**src/rtl/traffic_light_pkg.sv**
```systemverilog
// Shared types and encodings for the traffic light bus monitor.
package traffic_light_pkg;

    localparam int unsigned LIGHT_W = 3;
    localparam int unsigned PHASE_W = 2;
    localparam int unsigned ERR_W   = 3;

    // One-hot codes seen on the light bus
    localparam logic [LIGHT_W-1:0] LIGHT_RED    = 3'b001;
    localparam logic [LIGHT_W-1:0] LIGHT_YELLOW = 3'b010;
    localparam logic [LIGHT_W-1:0] LIGHT_GREEN  = 3'b100;

    // Reported phase; PH_NONE also means "not synchronised"
    typedef enum logic [PHASE_W-1:0] {
        PH_NONE   = 2'd0,
        PH_RED    = 2'd1,
        PH_GREEN  = 2'd2,
        PH_YELLOW = 2'd3
    } phase_e;

    localparam logic [ERR_W-1:0] ERR_NONE  = 3'd0;
    localparam logic [ERR_W-1:0] ERR_ENC   = 3'd1;
    localparam logic [ERR_W-1:0] ERR_SEQ   = 3'd2;
    localparam logic [ERR_W-1:0] ERR_SHORT = 3'd3;
    localparam logic [ERR_W-1:0] ERR_LONG  = 3'd4;

    typedef enum logic [1:0] {
        ST_SYNC  = 2'd0,
        ST_ALIGN = 2'd1,
        ST_TRACK = 2'd2
    } state_e;

    // Error flags; bit 0 is the encoding error
    typedef struct packed {
        logic long_dw;
        logic short_dw;
        logic seq;
        logic enc;
    } err_bits_t;

    // Map a bus sample to a phase; anything not one of the three codes is PH_NONE
    function automatic phase_e decode_light(input logic [LIGHT_W-1:0] code);
        phase_e ph;
        case (code)
            LIGHT_RED:    ph = PH_RED;
            LIGHT_GREEN:  ph = PH_GREEN;
            LIGHT_YELLOW: ph = PH_YELLOW;
            default:      ph = PH_NONE;
        endcase
        return ph;
    endfunction

    // True when from->to is one of RED->GREEN, GREEN->YELLOW, YELLOW->RED
    function automatic logic seq_legal(input phase_e from, input phase_e to);
        logic ok;
        case (from)
            PH_RED:    ok = (to == PH_GREEN);
            PH_GREEN:  ok = (to == PH_YELLOW);
            PH_YELLOW: ok = (to == PH_RED);
            default:   ok = 1'b0;
        endcase
        return ok;
    endfunction

endpackage

```
**src/rtl/traffic_light_monitor_if.sv**
```systemverilog
// Light bus plus monitor status outputs; the monitor is the slave side.
interface traffic_light_monitor_if #(
    parameter int unsigned DW = 16
);
    logic [2:0]    light;
    logic          err_clr;
    logic [1:0]    phase;
    logic          in_sync;
    logic [DW-1:0] dwell;
    logic          cycle_done;
    logic [DW-1:0] cycle_cnt;
    logic          err_pulse;
    logic [2:0]    err_code;
    logic [3:0]    err_sticky;

    modport master (
        output light, err_clr,
        input  phase, in_sync, dwell, cycle_done, cycle_cnt,
               err_pulse, err_code, err_sticky
    );

    modport slave (
        input  light, err_clr,
        output phase, in_sync, dwell, cycle_done, cycle_cnt,
               err_pulse, err_code, err_sticky
    );
endinterface

```
**src/rtl/tl_phase_timer.sv**
```systemverilog
// Saturating dwell counter with short/long compares against the selected phase's expected dwell.
module tl_phase_timer
    import traffic_light_pkg::*;
#(
    parameter int unsigned DW            = 16,
    parameter int unsigned RED_CYCLES    = 51,
    parameter int unsigned GREEN_CYCLES  = 31,
    parameter int unsigned YELLOW_CYCLES = 11,
    parameter int unsigned TOL           = 0
) (
    input  logic          clk_i,
    input  logic          reset_i,
    input  logic          clear_i,
    input  logic          restart_i,
    input  logic          advance_i,
    input  phase_e        sel_i,
    output logic [DW-1:0] dwell_o,
    output logic          short_c_o,
    output logic          long_c_o
);

    // One extra bit so X+TOL+1 never overflows
    localparam int unsigned EW = DW + 1;

    logic [DW-1:0] dwell_q, dwell_d;
    logic [EW-1:0] exp_w, lo_w, hi1_w, dwell_w;

    // Next dwell: clear on bad code, 1 on a new phase, saturating increment otherwise
    always_comb begin
        dwell_d = dwell_q;
        if (clear_i) begin
            dwell_d = '0;
        end else if (restart_i) begin
            dwell_d = DW'(1);
        end else if (advance_i && (dwell_q != '1)) begin
            dwell_d = dwell_q + DW'(1);
        end
    end

    // Dwell counter register
    always_ff @(posedge clk_i) begin
        if (reset_i) begin
            dwell_q <= '0;
        end else begin
            dwell_q <= dwell_d;
        end
    end

    // Bounds for the phase currently being timed
    always_comb begin
        case (sel_i)
            PH_RED:    exp_w = EW'(RED_CYCLES);
            PH_GREEN:  exp_w = EW'(GREEN_CYCLES);
            PH_YELLOW: exp_w = EW'(YELLOW_CYCLES);
            default:   exp_w = '0;
        endcase
        lo_w    = (exp_w > EW'(TOL)) ? (exp_w - EW'(TOL)) : '0;
        hi1_w   = exp_w + EW'(TOL) + EW'(1);
        dwell_w = {1'b0, dwell_q};
    end

    assign dwell_o   = dwell_q;
    // Ending dwell too short if the phase ends now
    assign short_c_o = (dwell_w < lo_w);
    // One more sample of the same phase reaches X+TOL+1
    assign long_c_o  = ((dwell_w + EW'(1)) == hi1_w);

endmodule

```
**src/rtl/traffic_light_monitor.sv**
```systemverilog
// Passive checker for the one-hot traffic light bus: phase tracking, timing, sequence and cycle count.
module traffic_light_monitor
    import traffic_light_pkg::*;
#(
    parameter int unsigned RED_CYCLES    = 51,
    parameter int unsigned GREEN_CYCLES  = 31,
    parameter int unsigned YELLOW_CYCLES = 11,
    parameter int unsigned TOL           = 0,
    parameter int unsigned DW            = 16
) (
    input  logic                    clk,
    input  logic                    reset,
    traffic_light_monitor_if.slave  mon
);

    state_e        state_q;
    phase_e        phase_q;
    logic          in_sync_q;
    logic          cycle_done_q;
    logic [DW-1:0] cycle_cnt_q;
    logic          err_pulse_q;
    logic [2:0]    err_code_q;
    err_bits_t     sticky_q;
    logic          enc_hold_q;
    logic          long_fired_q;
    logic          green_ok_q;
    logic          yellow_ok_q;

    phase_e        cur_ph;
    logic          code_ok, changed, seq_ok;
    logic          cycle_hit;
    logic          t_clear, t_restart, t_advance;
    logic          t_short, t_long;
    logic [DW-1:0] dwell;
    err_bits_t     err_bits;
    logic [2:0]    err_code_c;

    // Decode the sample and work out which events it produces this edge
    always_comb begin
        cur_ph    = decode_light(mon.light);
        code_ok   = (cur_ph != PH_NONE);
        changed   = code_ok && (state_q != ST_SYNC) && (cur_ph != phase_q);
        seq_ok    = seq_legal(phase_q, cur_ph);
        t_clear   = !code_ok;
        t_restart = code_ok && ((state_q == ST_SYNC) || changed);
        t_advance = code_ok && !t_restart;

        err_bits          = '0;
        // A run of bad codes reports once; a legal sample re-arms it
        err_bits.enc      = !code_ok && !enc_hold_q;
        err_bits.seq      = changed && !seq_ok;
        // A phase that already overran is not timed again when it ends
        err_bits.short_dw = changed && (state_q == ST_TRACK) && !long_fired_q && t_short;
        err_bits.long_dw  = code_ok && !changed && (state_q == ST_TRACK) && !long_fired_q && t_long;

        err_code_c = ERR_NONE;
        if (err_bits.enc) begin
            err_code_c = ERR_ENC;
        end else if (err_bits.seq) begin
            err_code_c = ERR_SEQ;
        end else if (err_bits.short_dw) begin
            err_code_c = ERR_SHORT;
        end else if (err_bits.long_dw) begin
            err_code_c = ERR_LONG;
        end

        // Only cycles whose GREEN and YELLOW were both entered legally while tracking count
        cycle_hit = changed && (state_q == ST_TRACK) && (phase_q == PH_YELLOW) &&
                    (cur_ph == PH_RED) && yellow_ok_q;
    end

    tl_phase_timer #(
        .DW            (DW),
        .RED_CYCLES    (RED_CYCLES),
        .GREEN_CYCLES  (GREEN_CYCLES),
        .YELLOW_CYCLES (YELLOW_CYCLES),
        .TOL           (TOL)
    ) u_timer (
        .clk_i     (clk),
        .reset_i   (reset),
        .clear_i   (t_clear),
        .restart_i (t_restart),
        .advance_i (t_advance),
        .sel_i     (phase_q),
        .dwell_o   (dwell),
        .short_c_o (t_short),
        .long_c_o  (t_long)
    );

    // Monitor FSM with registered status outputs
    always_ff @(posedge clk) begin
        if (reset) begin
            state_q      <= ST_SYNC;
            phase_q      <= PH_NONE;
            in_sync_q    <= 1'b0;
            cycle_done_q <= 1'b0;
            cycle_cnt_q  <= '0;
            err_pulse_q  <= 1'b0;
            err_code_q   <= ERR_NONE;
            sticky_q     <= '0;
            enc_hold_q   <= 1'b0;
            long_fired_q <= 1'b0;
            green_ok_q   <= 1'b0;
            yellow_ok_q  <= 1'b0;
        end else begin
            cycle_done_q <= cycle_hit;
            if (cycle_hit) begin
                cycle_cnt_q <= cycle_cnt_q + DW'(1);
            end
            err_pulse_q <= |err_bits;
            err_code_q  <= err_code_c;
            // A clear on the same edge as a new error keeps only the new error's bits
            sticky_q    <= mon.err_clr ? err_bits : err_bits_t'(sticky_q | err_bits);

            if (!code_ok) begin
                state_q      <= ST_SYNC;
                phase_q      <= PH_NONE;
                in_sync_q    <= 1'b0;
                enc_hold_q   <= 1'b1;
                long_fired_q <= 1'b0;
                green_ok_q   <= 1'b0;
                yellow_ok_q  <= 1'b0;
            end else begin
                enc_hold_q <= 1'b0;
                in_sync_q  <= 1'b1;
                case (state_q)
                    ST_SYNC: begin
                        phase_q      <= cur_ph;
                        long_fired_q <= 1'b0;
                        state_q      <= ST_ALIGN;
                    end
                    ST_ALIGN: begin
                        // First phase was seen part-way through; its cycle is not counted
                        if (changed) begin
                            phase_q      <= cur_ph;
                            long_fired_q <= 1'b0;
                            state_q      <= ST_TRACK;
                        end
                    end
                    ST_TRACK: begin
                        if (changed) begin
                            phase_q      <= cur_ph;
                            long_fired_q <= 1'b0;
                            green_ok_q   <= seq_ok && (cur_ph == PH_GREEN);
                            yellow_ok_q  <= seq_ok && (cur_ph == PH_YELLOW) && green_ok_q;
                        end else if (err_bits.long_dw) begin
                            long_fired_q <= 1'b1;
                        end
                    end
                    default: begin
                        state_q <= ST_SYNC;
                        phase_q <= PH_NONE;
                    end
                endcase
            end
        end
    end

    assign mon.phase      = phase_q;
    assign mon.in_sync    = in_sync_q;
    assign mon.dwell      = dwell;
    assign mon.cycle_done = cycle_done_q;
    assign mon.cycle_cnt  = cycle_cnt_q;
    assign mon.err_pulse  = err_pulse_q;
    assign mon.err_code   = err_code_q;
    assign mon.err_sticky = sticky_q;

endmodule

```
**src/flat_wrapper.sv**
```systemverilog
// flat-port wrapper written by rule: the top's interface ports become plain ports
module traffic_light_monitor_flat import traffic_light_pkg::*;
#(
    parameter int unsigned RED_CYCLES    = 51,
    parameter int unsigned GREEN_CYCLES  = 31,
    parameter int unsigned YELLOW_CYCLES = 11,
    parameter int unsigned TOL           = 0,
    parameter int unsigned DW            = 16
)
  (clk, reset, mon_light, mon_err_clr, mon_phase, mon_in_sync, mon_dwell, mon_cycle_done, mon_cycle_cnt, mon_err_pulse, mon_err_code, mon_err_sticky);
  traffic_light_monitor_if #(.DW(DW)) mon_i ();
  input  logic clk;
  input  logic reset;
  input wire logic [$bits(mon_i.light)-1:0] mon_light;
  input wire logic [$bits(mon_i.err_clr)-1:0] mon_err_clr;
  output wire logic [$bits(mon_i.phase)-1:0] mon_phase;
  output wire logic [$bits(mon_i.in_sync)-1:0] mon_in_sync;
  output wire logic [$bits(mon_i.dwell)-1:0] mon_dwell;
  output wire logic [$bits(mon_i.cycle_done)-1:0] mon_cycle_done;
  output wire logic [$bits(mon_i.cycle_cnt)-1:0] mon_cycle_cnt;
  output wire logic [$bits(mon_i.err_pulse)-1:0] mon_err_pulse;
  output wire logic [$bits(mon_i.err_code)-1:0] mon_err_code;
  output wire logic [$bits(mon_i.err_sticky)-1:0] mon_err_sticky;
  assign mon_i.light = mon_light;
  assign mon_i.err_clr = mon_err_clr;
  assign mon_phase = mon_i.phase;
  assign mon_in_sync = mon_i.in_sync;
  assign mon_dwell = mon_i.dwell;
  assign mon_cycle_done = mon_i.cycle_done;
  assign mon_cycle_cnt = mon_i.cycle_cnt;
  assign mon_err_pulse = mon_i.err_pulse;
  assign mon_err_code = mon_i.err_code;
  assign mon_err_sticky = mon_i.err_sticky;
  traffic_light_monitor #(.RED_CYCLES(RED_CYCLES), .GREEN_CYCLES(GREEN_CYCLES), .YELLOW_CYCLES(YELLOW_CYCLES), .TOL(TOL), .DW(DW)) u_core (.clk(clk), .reset(reset), .mon(mon_i));
endmodule
```
**config.mk**
```make
export PLATFORM = sky130hd
export DESIGN_NAME = traffic_light_monitor_flat
export DESIGN_NICKNAME = d
export VERILOG_FILES = /design/src/rtl/traffic_light_pkg.sv /design/src/rtl/traffic_light_monitor_if.sv /design/src/rtl/tl_phase_timer.sv /design/src/rtl/traffic_light_monitor.sv /design/src/flat_wrapper.sv
export SDC_FILE = /design/constraint.sdc
export NUM_CORES = 1
export LEC_CHECK = 0
export ABC_AREA = 1
export ABC_CLOCK_PERIOD_IN_PS = 2510
export BUFFER_PORTS_ARGS = -buffer_cell sky130_fd_sc_hd__buf_4
export CORE_MARGIN = 5
export CORE_UTILIZATION = 46
export CTS_BUF_LIST = sky130_fd_sc_hd__clkbuf_4 sky130_fd_sc_hd__clkbuf_8 sky130_fd_sc_hd__clkbuf_16
export DETAILED_ROUTE_END_ITERATION = 10
export GPL_TIMING_DRIVEN = 0
export PLACE_DENSITY_LB_ADDON = 0.08
export SYNTH_ARGS = -nofsm -noshare
export SYNTH_HDL_FRONTEND = slang
export SYNTH_SLANG_ARGS = --single-unit
```
**constraint.sdc**
```tcl
create_clock -name clk -period 2.51 [get_ports clk]
set_input_delay 0.1255 -clock clk [delete_from_list [all_inputs] [get_ports clk]]
set_output_delay 0.1255 -clock clk [all_outputs]
set_load 0.02 [all_outputs]
```
==> results.sh, run 1 <==
export IMPL_status="finished clean"
export IMPL_hold_path_depth=4
export IMPL_first_pass_iters=4
export IMPL_syn_nets=491
export IMPL_cts_setup_buffers=0
export IMPL_postLayoutCoreUtil_pct=55.6
export IMPL_diodes=0
export IMPL_finalSetupViolCount=0
export IMPL_cts_root_buffer="clkbuf_8"
export IMPL_yosys_area_share_simple_pct=35.4
export IMPL_post_route_period_util_pct=93.6
export IMPL_die_w_microns=93.0
export IMPL_clock_path_buffers=2
export IMPL_setup_tns_ns=0
export IMPL_stdcell_area_sq_um=3760
export IMPL_htreeDepth=2
export IMPL_cts_sinks=50
export IMPL_cts_tree="done"
export IMPL_end_kind="flop"
export IMPL_whs_endpoint="u_core.mon.err_sticky[0]"
export IMPL_synth_warnings=0
export IMPL_synth_edf_count=0
export IMPL_multi_input_area_sq_um=1870
export IMPL_grt_use_total_pct=19.0
export IMPL_p_leak_nw=1.64
export IMPL_cp_data_arrival_time_ns=2.60
export IMPL_cp_required_ns=2.76
export IMPL_synthXorXnorAreaFrac_pct=3.04
export IMPL_fillCellCount=683
export IMPL_drtAntennaViolNets=0
export IMPL_drt_iter0_markers=81
export IMPL_path_max_fanout=7
export IMPL_max_cap_viol_count=0
export IMPL_hold_path_class="input pin to flop"
export IMPL_overflow=0
export IMPL_area_delta_synth_final_pct=18.6
export IMPL_synth_top_flop_cell="dfxtp_1"
export IMPL_die_h_microns=93.0
export IMPL_ir_worst_vdd_v=0.000232
export IMPL_power_mw=1.63
export IMPL_grt_max_degree=18
export IMPL_antenna_found_initial=0
export IMPL_muxShareOfSynthArea_pct=0
export IMPL_synthArstFlopShare_pct=0
export IMPL_hold_path_startpoint="mon_err_clr"
export IMPL_synth_fa_ha_area_share_pct=7.90
export IMPL_hold_buffers=0
export IMPL_io_buffers=48
export IMPL_power_density_nw_per_um2=433
export IMPL_core_area_sq_um=6760
export IMPL_synth_area_per_cell_sq_um=6.81
export IMPL_dpl_hpwl_mm=6.19
export IMPL_synth_compound_area_share_pct=12.5
export IMPL_clkTransAtPathRegs_ns=0.10
export IMPL_drive_gt1_share_pct=19.4
export IMPL_grt_pass1_wl_mm=13.4
export IMPL_synth_seq_area_share_pct=31.6
export IMPL_synthCells=465
export IMPL_crit_type="flop to flop"
export IMPL_ff_latch_area_sq_um=1000
export IMPL_die_area_sq_um=8640
export IMPL_nNetsFinal=546
export IMPL_synth_top_family_by_area="simple AND/OR/NAND/NOR gates"
export IMPL_num_io_pins=50
export IMPL_worst_slew_pin_slew_ns=0.641
export IMPL_place_congestion=0.914
export IMPL_max_freq_ghz=0.426
export IMPL_timing_slew_headroom_pct=56.9
export IMPL_clock_latency_ns=0.31
export IMPL_hold_viol_final=0
export IMPL_worstReg2RegEnd="u_core.mon.err_pulse"
export IMPL_synthesis_area_sq_um=3170
export IMPL_drt_drc_violations_left=0
export IMPL_start_kind="flop"
export IMPL_clock_skew_ns=0.0104
export IMPL_start_util_pct=46.9
export IMPL_placed_cell_area_sq_um=3630
export IMPL_synth_seq_cells=50
export IMPL_grt_pass1_vias=2935
export IMPL_reg2reg_depth=13
export IMPL_viasPerCell=5.12
export IMPL_wire_per_inst_microns=13.0
export IMPL_period_needed_ns=2.35
export IMPL_drv_slew=0
export IMPL_std_cell_rows=30
export IMPL_rrSetupSlack_ns=0.16
export IMPL_cts_buffers=5
export IMPL_rsz0062_at_grt="no"
export IMPL_synthDistinctLibCells=36
export IMPL_drt_total_wl_mm=7.83
export IMPL_timing_rr_start="u_core.mon.phase[0]"
export IMPL_num_vias=3078
==> registers in the layout (all words and copies together) (netlist names) <==
register                cells
u_core.mon.err_code         3
u_core.mon.err_sticky       4
u_core.long_fired_q         1
u_core.state_q              2
u_core.mon.cycle_done       1
u_core.mon.cycle_cnt       16
u_core.u_timer.dwell_o     16
u_core.yellow_ok_q          1
u_core.green_ok_q           1
u_core.enc_hold_q           1
u_core.mon.err_pulse        1
u_core.mon.in_sync          1
u_core.mon.phase            2
==> area by class of cell <==
cell class              instances  area share (%)
repair buffers                 48            9.59
multi-input cells             342            49.9
plain buffers                   6            1.17
well taps                      80            2.66
inverters                      67            6.83
clock buffers                   5            1.83
clock inverters                 3            1.30
flip-flops and latches         50            26.7
==> critical path, cell delays in order (launching register included) <==
cell and delay, ns:
dfxtp_2 0.42, inv_1 0.15, ha_1 0.35, inv_1 0.07, ha_1 0.29, a21oi_1 0.14
o21ai_0 0.12, a21oi_1 0.14, nand3_1 0.16, nor2_4 0.18, nor2_1 0.07, nand3_1 0.08
nand2_1 0.05, inv_1 0.07
==> metal layers <==
metal | vias up | GRT usage, % | wire (microns)
li1 | 1615 | - | -
met1 | 1386 | 23.8 | 3570
met2 | 69 | 33.7 | 3910
met3 | 8 | 2.74 | 256
met4 | 0 | 5.86 | 85
met5 | - | 0 | 0
==> where the power goes <==
| part | internal (mW) | switching, mW | total, mW |
|---|---|---|---|
| Clock | 0.304 | 0.296 | 0.600 |
| Combinational | 0.0727 | 0.132 | 0.205 |
| Sequential | 0.808 | 0.0130 | 0.821 |
| Total | 1.18 | 0.441 | 1.63 |
==> through the flow <==
stage	hold slack, ns	setup slack [ns]	cells
4_1_cts	0.0977	0.0190	601
3_5_place_dp	0.440	0.0298	593
5_1_grt	0.115	0.00482	601
2_1_floorplan	0.293	0.377	465
6_report	0.105	0.161	601
3_3_place_gp	0.437	0.114	593
==> cells in the mapped netlist, types with 2 or more instances <==
cell | instances | area share (%)
inv_1 | 66 | 7.8
a21oi_2 | 10 | 2.8
nand4_1 | 9 | 1.8
xor2_1 | 8 | 2.2
nand2_4 | 2 | 0.71
a21oi_1 | 33 | 5.2
or2_2 | 2 | 0.40
nor2_2 | 5 | 0.99
xnor2_1 | 3 | 0.83
nand2_1 | 102 | 12
o21ai_0 | 12 | 1.9
a211oi_1 | 2 | 0.47
nor2_1 | 56 | 6.6
dfxtp_1 | 50 | 32
nor3_1 | 17 | 2.7
nand3_1 | 31 | 4.9
nand2_2 | 11 | 2.2
nand3_2 | 2 | 0.63
ha_1 | 20 | 7.9
buf_2 | 4 | 0.63
a31oi_1 | 3 | 0.59
nand3b_1 | 3 | 0.71
==> kinds of logic (layout without fill, tap and decap cells) <==
family,after synthesis,in the layout
DFF,50,50
adders and majority gates,20,20
xor gates and xnor gates,11,11
and+or+nand+nor,246,246
buffers and inverters,73,129
AOI/OAI and AO/OA,65,65
==> timing repair <==
item / CTS / global route
setup endpoints to repair: 1 / 8
gates resized for setup: 1 / 4
hold endpoints to repair: 0 / 0
==> worst max-delay path by stage <==
| stage | depth (start not counted) | start | end |
|---|---|---|---|
| floorplan | 13 | u_core.mon.phase[0] | u_core.mon.err_pulse |
| global placement | 13 | u_core.mon.phase[0] | u_core.mon.err_pulse |
| detailed placement | 13 | u_core.mon.phase[0] | u_core.mon.err_pulse |
| CTS | 13 | u_core.mon.phase[1] | u_core.mon.err_pulse |
| global route | 13 | u_core.mon.phase[0] | u_core.mon.err_pulse |
| finish | 13 | u_core.mon.phase[0] | u_core.mon.err_pulse |
==> cells in the final DEF, fill, tap and decap left out, types with 3 or more instances in the layout <==
cell type / instances
nand2_2: 11
o21ai_0: 12
xor2_1: 8
nor3_1: 17
nand3_1: 31
buf_2: 4
nand3b_1: 3
xnor2_1: 3
nand2_1: 102
nand4_1: 9
dfxtp_1: 47
nor2_1: 55
a21oi_1: 33
dfxtp_2: 3
a31oi_1: 3
a21oi_2: 10
nor2_2: 5
clkbuf_8: 5
buf_4: 48
ha_1: 20
inv_1: 66
(Power assumes the default switching activity.)
==> run 2, diff against run 1 <==
- CORE_MARGIN: 5 -> 8
==> run 2 against run 1 <==
Against the previous run: cell area increased by 0.37%; die area increased by 13%; fmax increased by 4.4%; clock power increased by 14%; critical path type unchanged; highest routed layer unchanged; final cell count unchanged; flip-flop and latch count unchanged; non-clock buffer count unchanged; hold slack got worse by 0.0067 ns.
==> results.sh, run 2 (same netlist as run 1, synthesis figures left out) <==
export IMPL_status="finished clean"
export IMPL_drv_slew=0
export IMPL_hold_path_class="input pin to flop"
export IMPL_place_congestion=0.893
export IMPL_num_vias=3014
export IMPL_cts_setup_buffers=0
export IMPL_num_io_pins=50
export IMPL_worstReg2RegEnd="u_core.mon.err_pulse"
export IMPL_cp_required_ns=2.76
export IMPL_io_buffers=48
export IMPL_wire_per_inst_microns=13.2
export IMPL_rsz0062_at_grt="no"
export IMPL_std_cell_rows=30
export IMPL_core_area_sq_um=6720
export IMPL_cp_data_arrival_time_ns=2.50
export IMPL_cpMaxStageDelayCell="dfxtp_2"
export IMPL_nNetsFinal=546
export IMPL_grt_max_degree=17
export IMPL_start_kind="flop"
export IMPL_worst_slew_pin_slew_ns=0.650
export IMPL_crit_top_cell="inv_1"
export IMPL_end_kind="flop"
export IMPL_grt_use_total_pct=16.7
export IMPL_max_freq_ghz=0.445
export IMPL_hold_buffers=0
export IMPL_clkTransAtPathRegs_ns=0.10
export IMPL_reg2reg_depth=13
export IMPL_clock_skew_ns=0.00990
export IMPL_p_leak_nw=1.65
export IMPL_hold_path_startpoint="mon_err_clr"
export IMPL_postLayoutCoreUtil_pct=56.1
export IMPL_drive_gt1_share_pct=19.2
export IMPL_diodes=0
export IMPL_finalSetupViolCount=0
export IMPL_whs_endpoint="u_core.mon.err_sticky[0]"
export IMPL_crit_type="flop to flop"
export IMPL_critPathTopFamily="adder cells"
export IMPL_hold_path_depth=4
export IMPL_first_pass_iters=4
export IMPL_critPathMaxStageDelay_ns=0.42
export IMPL_critPathBufInv=3
export IMPL_area_delta_synth_final_pct=19.0
export IMPL_grt_pass1_vias=3018
export IMPL_startpoint="u_core.mon.phase[0]"
export IMPL_hold_viol_final=0
export IMPL_final_cell_mix="nand2_1 (102), inv_1 (66), nor2_1 (55)"
export IMPL_setup_tns_ns=0
export IMPL_drt_drc_violations_left=0
export IMPL_rrSetupSlack_ns=0.26
export IMPL_fillCellCount=701
export IMPL_die_area_sq_um=9800
export IMPL_die_h_microns=99.0
export IMPL_cts_buffers=5
export IMPL_overflow=0
export IMPL_cts_root_buffer="clkbuf_8"
export IMPL_die_w_microns=99.0
export IMPL_grt_pass1_wl_mm=13.7
export IMPL_dpl_hpwl_mm=6.44
export IMPL_layout_commonest_cell="nand2_1"
export IMPL_drt_total_wl_mm=7.95
export IMPL_ir_worst_vdd_v=0.000308
export IMPL_path_max_fanout=7
export IMPL_power_density_nw_per_um2=453
export IMPL_path_cells="inv_1 -> ha_1 -> inv_1 -> ha_1 -> a21oi_1 -> o21ai_0 -> a21oi_1 -> nand3_1 -> nor2_2 -> nor2_1 -> nand3_1 -> nand2_1 -> inv_1"
export IMPL_period_needed_ns=2.25
export IMPL_power_mw=1.71
export IMPL_post_route_period_util_pct=89.6
export IMPL_drtAntennaViolNets=0
export IMPL_timing_rr_start="u_core.mon.phase[0]"
export IMPL_max_cap_viol_count=0
export IMPL_clock_path_buffers=2
export IMPL_timing_slew_headroom_pct=56.4
export IMPL_antenna_found_initial=0
export IMPL_clock_latency_ns=0.31
export IMPL_cts_tree="done"
export IMPL_cts_sinks=50
export IMPL_htreeDepth=2
export IMPL_start_util_pct=47.1
export IMPL_drt_iter0_markers=116
export IMPL_viasPerCell=5.01
-- run 2: cell count changes in the layout (fill, tap and decap cells not counted), sizes merged --
cell and delta:
clkinvlp -1, bufinv +1, inv -1, clkinv +1
-- run 2: worst reg2reg max path, delay by kind of cell (launching register included) --
| family | cells | cell delay, ns |
|---|---|---|
| adders and majority gates | 2 | 0.62 |
| and+or+nand+nor | 5 | 0.54 |
| DFF | 1 | 0.42 |
| AOI/OAI and AO/OA | 3 | 0.33 |
| buffers and inverters | 3 | 0.27 |
-- run 2: final cells by class --
type | count | area (sq um) | area share, %
Buffer | 6 | 43.8 | 1.16
Multi-Input combinational cell | 342 | 1870 | 49.6
Timing Repair Buffer | 48 | 360 | 9.56
Sequential cell | 50 | 1000 | 26.6
Tap cell | 80 | 100 | 2.66
Inverter | 67 | 256 | 6.80
Clock inverter | 3 | 68.8 | 1.83
Clock buffer | 5 | 68.8 | 1.83
-- run 2: per-stage QoR --
stage               hold WS [ns]  instances  instance area, sq um  setup WS, ns
CTS                       0.0950        601                  3760        0.0736
detailed placement         0.434        593                  3630         0.122
floorplan                  0.293        465                  3170         0.377
global placement           0.437        593                  3630         0.145
global route               0.118        601                  3770        0.0406
finish                    0.0979        601                  3770         0.260
-- run 2: where the power goes --
| part | internal (mW) | total (mW) | switching [mW] |
|---|---|---|---|
| logic | 0.0726 | 0.204 | 0.131 |
| clock network | 0.399 | 0.685 | 0.286 |
| registers | 0.807 | 0.820 | 0.0127 |
| total | 1.28 | 1.71 | 0.430 |
-- run 2: worst max path at each step --
| stage | cells after the start | end | slack [ns] |
|---|---|---|---|
| global placement | 13 | u_core.mon.err_pulse | 0.15 |
| CTS | 13 | u_core.mon.err_pulse | 0.07 |
| finish | 13 | u_core.mon.err_pulse | 0.26 |
| detailed placement | 13 | u_core.mon.err_pulse | 0.12 |
| global route | 13 | u_core.mon.err_pulse | 0.04 |
| floorplan | 13 | u_core.mon.err_pulse | 0.38 |
-- run 2: timing repair --
action,CTS,global route
endpoints found under the setup margin,0,3
endpoints found under the hold margin,0,0
gates resized for setup,0,3
-- run 2: metal layers --
layer / vias to the layer above / track usage (%) / share of wire, %
met3: 8 / 4.02 / 4.3
li1: 1603 / - / -
met2: 47 / 31.5 / 51
met4: 0 / 3.31 / 0.96
met5: - / 0 / 0
met1: 1356 / 18.3 / 44
